File: src/rtl/alu_share_arbiter.sv
// ---------------------------------------------------------------------------
// alu_share_arbiter
//   Shares one ALU datapath between two requesters. The winner's operands are
//   latched onto alu_a/alu_b, the arbiter waits LAT cycles for the ALU, then
//   captures alu_y/alu_cout into y_out/cout_out and pulses done for one cycle.
//   Every output is registered. There is no combinational path from req to gnt.
//
//   Optional build macro: ALU_ARB_FIXED_PRIO_EN
//     defined   : requester 0 always wins a tie (last is tracked, not used)
//     undefined : round-robin on ties, the requester that was not served last wins
//
// Ports
//   clk, rst_n         clock (rising edge), asynchronous active-low reset
//   req0, a0, b0       requester 0 request and operands (sampled at grant)
//   req1, a1, b1       requester 1 request and operands (sampled at grant)
//   gnt0, gnt1         ownership of the ALU (busy and done cycles)
//   sel                operand-mux select, 0 = requester 0, 1 = requester 1
//   alu_a, alu_b       latched operands driven to the ALU
//   alu_y, alu_cout    ALU result and carry-out
//   done0, done1       one-cycle pulse, y_out/cout_out valid for that requester
//   y_out, cout_out    captured result and carry, held until the next capture
// ---------------------------------------------------------------------------
module alu_share_arbiter #(
   parameter int WIDTH = 4,
   parameter int LAT   = 1
) (
   input  logic             clk,
   input  logic             rst_n,
   input  logic             req0,
   input  logic [WIDTH-1:0] a0,
   input  logic [WIDTH-1:0] b0,
   input  logic             req1,
   input  logic [WIDTH-1:0] a1,
   input  logic [WIDTH-1:0] b1,
   output logic             gnt0,
   output logic             gnt1,
   output logic             sel,
   output logic [WIDTH-1:0] alu_a,
   output logic [WIDTH-1:0] alu_b,
   input  logic [WIDTH-1:0] alu_y,
   input  logic             alu_cout,
   output logic             done0,
   output logic             done1,
   output logic [WIDTH-1:0] y_out,
   output logic             cout_out
);

   localparam int CW = $clog2(LAT + 1);
   localparam logic [CW-1:0] CNT_LAST = CW'(LAT - 1);

   typedef enum logic [1:0] {IDLE, BUSY, DONE} state_t;

   state_t           state, state_nx;
   logic [CW-1:0]    cnt, cnt_nx;
   logic             last, last_nx;
   logic             gnt0_nx, gnt1_nx, sel_nx, done0_nx, done1_nx, cout_nx;
   logic [WIDTH-1:0] alu_a_nx, alu_b_nx, y_nx;
   logic             win;
   logic             req_w;

   // Winner of an arbitration, meaningful only when req0 | req1.
`ifdef ALU_ARB_FIXED_PRIO_EN
   assign win = ~req0;
`else
   assign win = (req0 & req1) ? ~last : req1;
`endif

   // sel holds the current owner for the whole busy/done period.
   assign req_w = sel ? req1 : req0;

   always_comb begin
      state_nx = state;
      cnt_nx   = cnt;
      last_nx  = last;
      gnt0_nx  = gnt0;
      gnt1_nx  = gnt1;
      sel_nx   = sel;
      alu_a_nx = alu_a;
      alu_b_nx = alu_b;
      done0_nx = 1'b0;
      done1_nx = 1'b0;
      y_nx     = y_out;
      cout_nx  = cout_out;
      case (state)
         IDLE: begin
            if (req0 | req1) begin
               state_nx = BUSY;
               sel_nx   = win;
               gnt0_nx  = ~win;
               gnt1_nx  = win;
               alu_a_nx = win ? a1 : a0;
               alu_b_nx = win ? b1 : b0;
               cnt_nx   = '0;
            end
         end
         BUSY: begin
            // Abort takes precedence over a completion on the same edge.
            if (!req_w) begin
               state_nx = IDLE;
               gnt0_nx  = 1'b0;
               gnt1_nx  = 1'b0;
            end else if (cnt == CNT_LAST) begin
               state_nx = DONE;
               y_nx     = alu_y;
               cout_nx  = alu_cout;
               done0_nx = ~sel;
               done1_nx = sel;
               last_nx  = sel;
            end else begin
               cnt_nx = cnt + CW'(1);
            end
         end
         DONE: begin
            state_nx = IDLE;
            gnt0_nx  = 1'b0;
            gnt1_nx  = 1'b0;
         end
         default: begin
            state_nx = IDLE;
            gnt0_nx  = 1'b0;
            gnt1_nx  = 1'b0;
         end
      endcase
   end

   always_ff @(posedge clk or negedge rst_n) begin
      if (!rst_n) begin
         state    <= IDLE;
         cnt      <= '0;
         last     <= 1'b1;
         gnt0     <= 1'b0;
         gnt1     <= 1'b0;
         sel      <= 1'b0;
         alu_a    <= '0;
         alu_b    <= '0;
         done0    <= 1'b0;
         done1    <= 1'b0;
         y_out    <= '0;
         cout_out <= 1'b0;
      end else begin
         state    <= state_nx;
         cnt      <= cnt_nx;
         last     <= last_nx;
         gnt0     <= gnt0_nx;
         gnt1     <= gnt1_nx;
         sel      <= sel_nx;
         alu_a    <= alu_a_nx;
         alu_b    <= alu_b_nx;
         done0    <= done0_nx;
         done1    <= done1_nx;
         y_out    <= y_nx;
         cout_out <= cout_nx;
      end
   end

endmodule

File: config.mk
export PLATFORM = sky130hd
export DESIGN_NAME = alu_share_arbiter
export DESIGN_NICKNAME = d
export VERILOG_FILES = /design/src/rtl/alu_share_arbiter.sv
export SDC_FILE = /design/constraint.sdc
export NUM_CORES = 1
export LEC_CHECK = 0
export CORE_ASPECT_RATIO = 1.4
export CORE_MARGIN = 5
export CORE_UTILIZATION = 42
export DETAILED_ROUTE_END_ITERATION = 10
export DONT_BUFFER_PORTS = 1
export PLACE_DENSITY = 0.57
export SLEW_MARGIN = 20
export SYNTH_ARGS = -nofsm -noshare
export SYNTH_HDL_FRONTEND = slang
export SYNTH_SLANG_ARGS = --single-unit
File: constraint.sdc
create_clock -name clk -period 3.4 [get_ports clk]
set_input_delay 0.68 -clock clk [delete_from_list [all_inputs] [get_ports clk]]
set_output_delay 0.68 -clock clk [all_outputs]
set_load 0.01 [all_outputs]
* Yosys cells after proc, flatten, opt, wreduce, memory -nomap -nowiden
Cells that the tools add are included. Widths: inputs -> output; s select.
Cells by class: equality and inequality tests 5, reductions and logical operators 7, bitwise operators 6, multiplexer cells 23, add/sub/neg operators 1
Operators with widths (number):
- $mux 1 | 14
- $mux 4 | 2
- $mux 2 | 3
- $ne 2x2->1 const B | 3
- $pmux 1 s2 | 3
- $reduce_and 2->1 | 3
- $reduce_and 3->1 | 2
- $not 1->1 | 4
- $pmux 2 s2 | 1
- $ne 3x3->1 const B | 1
- $eq 2x1->1 const B | 1
- $logic_not 2->1 | 1
- $reduce_bool 2->1 | 1
- $add 1x1->1 const B | 1
- $and 1x1->1 | 1
- $or 1x1->1 | 1
Word-level totals: word-level logic and storage cells 54, flip-flop bits (word level) 22, output and inout port bits 18, bits of input ports 25

* Logic depth before layout (Yosys ltp)
depth in word-level cells 5, gate-level depth with buffers 5, gate-level depth less buffers 4

* Least setup slack after synthesis
OpenSTA, ideal clock, no wires.
kind input -> register, from input port req1, to register cout_out, data arrival time 1.334 ns, path slack 1.941 ns, required time 3.275 ns, stages on the path 3, setup time 0.125 ns, path buffers 0, path through nand2_1 a21oi_4 mux2_2
Between the ends: word-level cells in the longest chain between the ends 2
Ends and longest elaborated chain:
- start: declaration | RTL line 32 | input logic req1,
- $mux 1 | RTL line 69 | assign req_w = sel ? req1 : req0;
- $reduce_and 3->1 (no line)
- end signal: assignment | RTL line 152 | cout_out <= cout_nx;
- end: declaration | RTL line 45 | output logic cout_out
Every way passes these cells. A chain may end at the register's enable or synchronous reset.

* Worst setup path in the final report
from register state[1], to register alu_a[3]
Between the ends: word-level cells in the longest chain between the ends 2
Ends and longest elaborated chain:
- start: declaration | RTL line 53 | state_t state, state_nx;
- start signal: assignment | RTL line 141 | state <= state_nx;
- $logic_not 2->1 | RTL line 84 | case (state)
- $reduce_and 2->1 (no line)
- end signal: assignment | RTL line 147 | alu_a <= alu_a_nx;
- end: declaration | RTL line 38 | output logic [WIDTH-1:0] alu_a,
Every way passes these cells.

==> results.md <==
- Status: finished clean
- 1st-pass router iterations: 4
- Global-route wire length before repair: 3.06 mm
- Mean Syn Cell Area: 10.7 um2
- Core box area: 2000 um2
- Worst slew margin: 55.3%
- Share of cells above drive strength 1: between 10% and 20%
- Sequential-to-total area share from yosys stat: between 50% and 60%
- Area grow syn2layout: 4.38%
- Post-CTS Hold Buffers: 0
- Fmax: ~670 MHz
- Post-synthesis instance area: ~900 um2
- Height of the chip: 64.3 um
- Reg power frac: 57.5%
- DR DRC count: 0
- Largest area contributor in the synthesized netlist: dfrtp_1
- Most frequent cell after synthesis: dfrtp_1
- Hold Fails Final Rpt: 0
- Multi-input logic area: 340 um2
- Critical Path Fanout Max: 11
- Register area: 527 um2
- Total negative setup slack: 0 ns
- Final worst path period need: 1.50 ns
- Max cap viols: 0
- Largest net degree at the start of global routing: 22
- Largest cells by area after synthesis: dfrtp_1, nand2_1, mux2_2
- Pwr Density: around 950 nW/um2
- Synth Net Count: approximately 110
- Crit Path Class: flip-flop to flip-flop
- Worst-Skew Late Latency: 0.29 ns
- GRT overflow: 0
- Yosys reg bits: 21
- Synth top area share: 56.6%
- GRT Overall Usage: 12.2%
- Vias: 617
- CTS tree: yes
- Pint: between 500 and 600 uW
- Row cnt: 19
- Critical path data arrival time: between 1.5 and 2 ns
- Peak supply drop: roughly 0.00044 V
- Leakage: 0.000400 uW
- Vias in the first global route: 686
- Final WL: 1.79 mm
- Detail Route Antenna Nets: 0
- TritonCTS buffer count: 3
- EDFF count, synth: 0
- R2R Setup Slk: 1.90 ns
- Root Buffer: clkbuf_4
- Fillers: 208
- CTS Buffer Depth: 2
- I/O pin count: between 40 and 50
- Port buffer count: 0
- Setup WS pre-CTS: 1.82 ns
- Routed len/inst: 17.1 um
- CTS H-Tree Depth: 1
- Die area: 3140 um2
- Psw: 341 uW
- DR vias/cell: 5.88
- Gates resized, CTS repair: 0
- Hpwl dp: 1.37 mm
- Post-Synthesis Cells: between 80 and 90
- # diodes: 0
- Setup bufs post-CTS: 0
- Startpoint class of the critical path: flip-flop
- Hold WC Path Type: input pin to async pin
- Initial Utilization: between 40% and 50%
- FFs w/ async S/R, synth: 100%
- Top_reg_cell synth: dfrtp_1
- Slew Limit Fails: 0
- Fin crit share: between 40 and 50%
- Worst-path clk slew: between 0.1 and 0.15 ns
- Worst slew pin tran: approximately 0.67 ns
- Initial antenna violation count: 0
- Final GP Congestion: 0.696
- Synth top cells by count: dfrtp_1, nand2_1, a21oi_1, a31oi_1, mux2_2
- Switching Share: 39.0%
- Synth warn: 0
- CP Capture Type: flip-flop
- NumNets Final: 110
- Drt initial violations: 12
- Clock Power Share: between 10% and 20%
- Die Width: 48.8 um
- Clock sink count: 21
- Combinational share of power: 29.4%
- Endpoints failing setup: 0
- Final worst slack: 1.90 ns
- Worst Skew: around 0.0043 ns
- Unrepaired setup endpoints after global routing: no
- Yosys cell types: 22
- Worst path required time: around 3.6 ns
## critical path, cell delays in order (launching register included)
cell and delay, ns:
dfrtp_1 0.40, nor2_1 0.53, nand2_1 0.18, inv_2 0.18, a31oi_1 0.10
## metal layers
| layer | GRT usage, % | wire, um | vias up |
|---|---|---|---|
| met5 | 0 | 0 | - |
| met4 | 5.05 | 18 | 0 |
| met3 | 5.12 | 205 | 2 |
| met2 | 20.9 | 897 | 30 |
| met1 | 13.0 | 673 | 293 |
| li1 | - | - | 292 |
## metrics by stage
step / cell area (um2) / hold WS (ns) / total power [uW] / cells / utilization [%]
after floorplan: 885 / 0.384 / 710 / 83 / -
after CTS: 923 / 0.0561 / 890 / 105 / 46.2
after global placement: 897 / 0.385 / 769 / 101 / 44.9
after detailed placement: 897 / 0.385 / 777 / 101 / 44.9
final: 923 / 0.0651 / 875 / 105 / 46.2
after global routing: 923 / 0.0347 / 950 / 105 / 46.2
## registers in the layout, indices dropped and copies added, names as in the netlist
name      cells
alu_b         4
done0         1
last          1
cout_out      1
sel           1
done1         1
gnt1          1
gnt0          1
alu_a         4
state         2
y_out         4
## power groups by stage
stage	clock network (uW)	logic (uW)	registers [uW]
after floorplan	0	223	487
after global placement	0	256	513
after detailed placement	0	263	514
after CTS	119	263	508
after global routing	133	296	522
final	115	257	503
## final timing paths
kind,startpoint,to,depth (start not counted)
max in group asynchronous,rst_n,last,0
worst min-delay path,rst_n,y_out[2],0
worst max-delay path,state[1],alu_a[3],4
worst min register to register,last,last,2
min in group clk,a0[0],alu_a[0],2
worst max register to register,state[1],alu_a[3],4
## cell type report
cell class / count / share of cell area [%]
inverter: 1 / 0.407
sequential: 21 / 57.0
clock buffer: 4 / 2.85
multi-input combinational: 58 / 36.9
tap: 21 / 2.85
## logic make-up (layout without fill, tap and decap cells)
logic type / after synthesis / count (layout) / synth area share [%]
AO/OA/AOI/OAI: 25 / 25 / 18.7
buffers and inverters: 4 / 5 / 1.98
flip-flops: 21 / 21 / 59.5
multiplexers: 5 / 5 / 6.36
AND/OR/NAND/NOR: 28 / 28 / 13.4
## placed cells by master (no fill, tap or decap)
cell	synthesis	layout
nor2b_1	1	1
a221o_1	1	1
a21bo_2	1	1
dfstp_2	1	1
a21oi_4	1	1
o21ai_0	3	3
a31oi_1	8	8
nand2b_2	1	1
a21o_1	1	1
nand2b_1	1	1
dfrtp_1	20	20
mux2_2	5	5
a21oi_1	8	8
clkbuf_4	0	3
clkbuf_1	1	1
a22o_1	1	1
nand2_1	19	19
a21boi_1	1	1
nor3_1	1	1
or2_1	1	1
nor2_1	4	4
inv_2	1	1
Note: power is estimated with default switching activity, not from simulation.
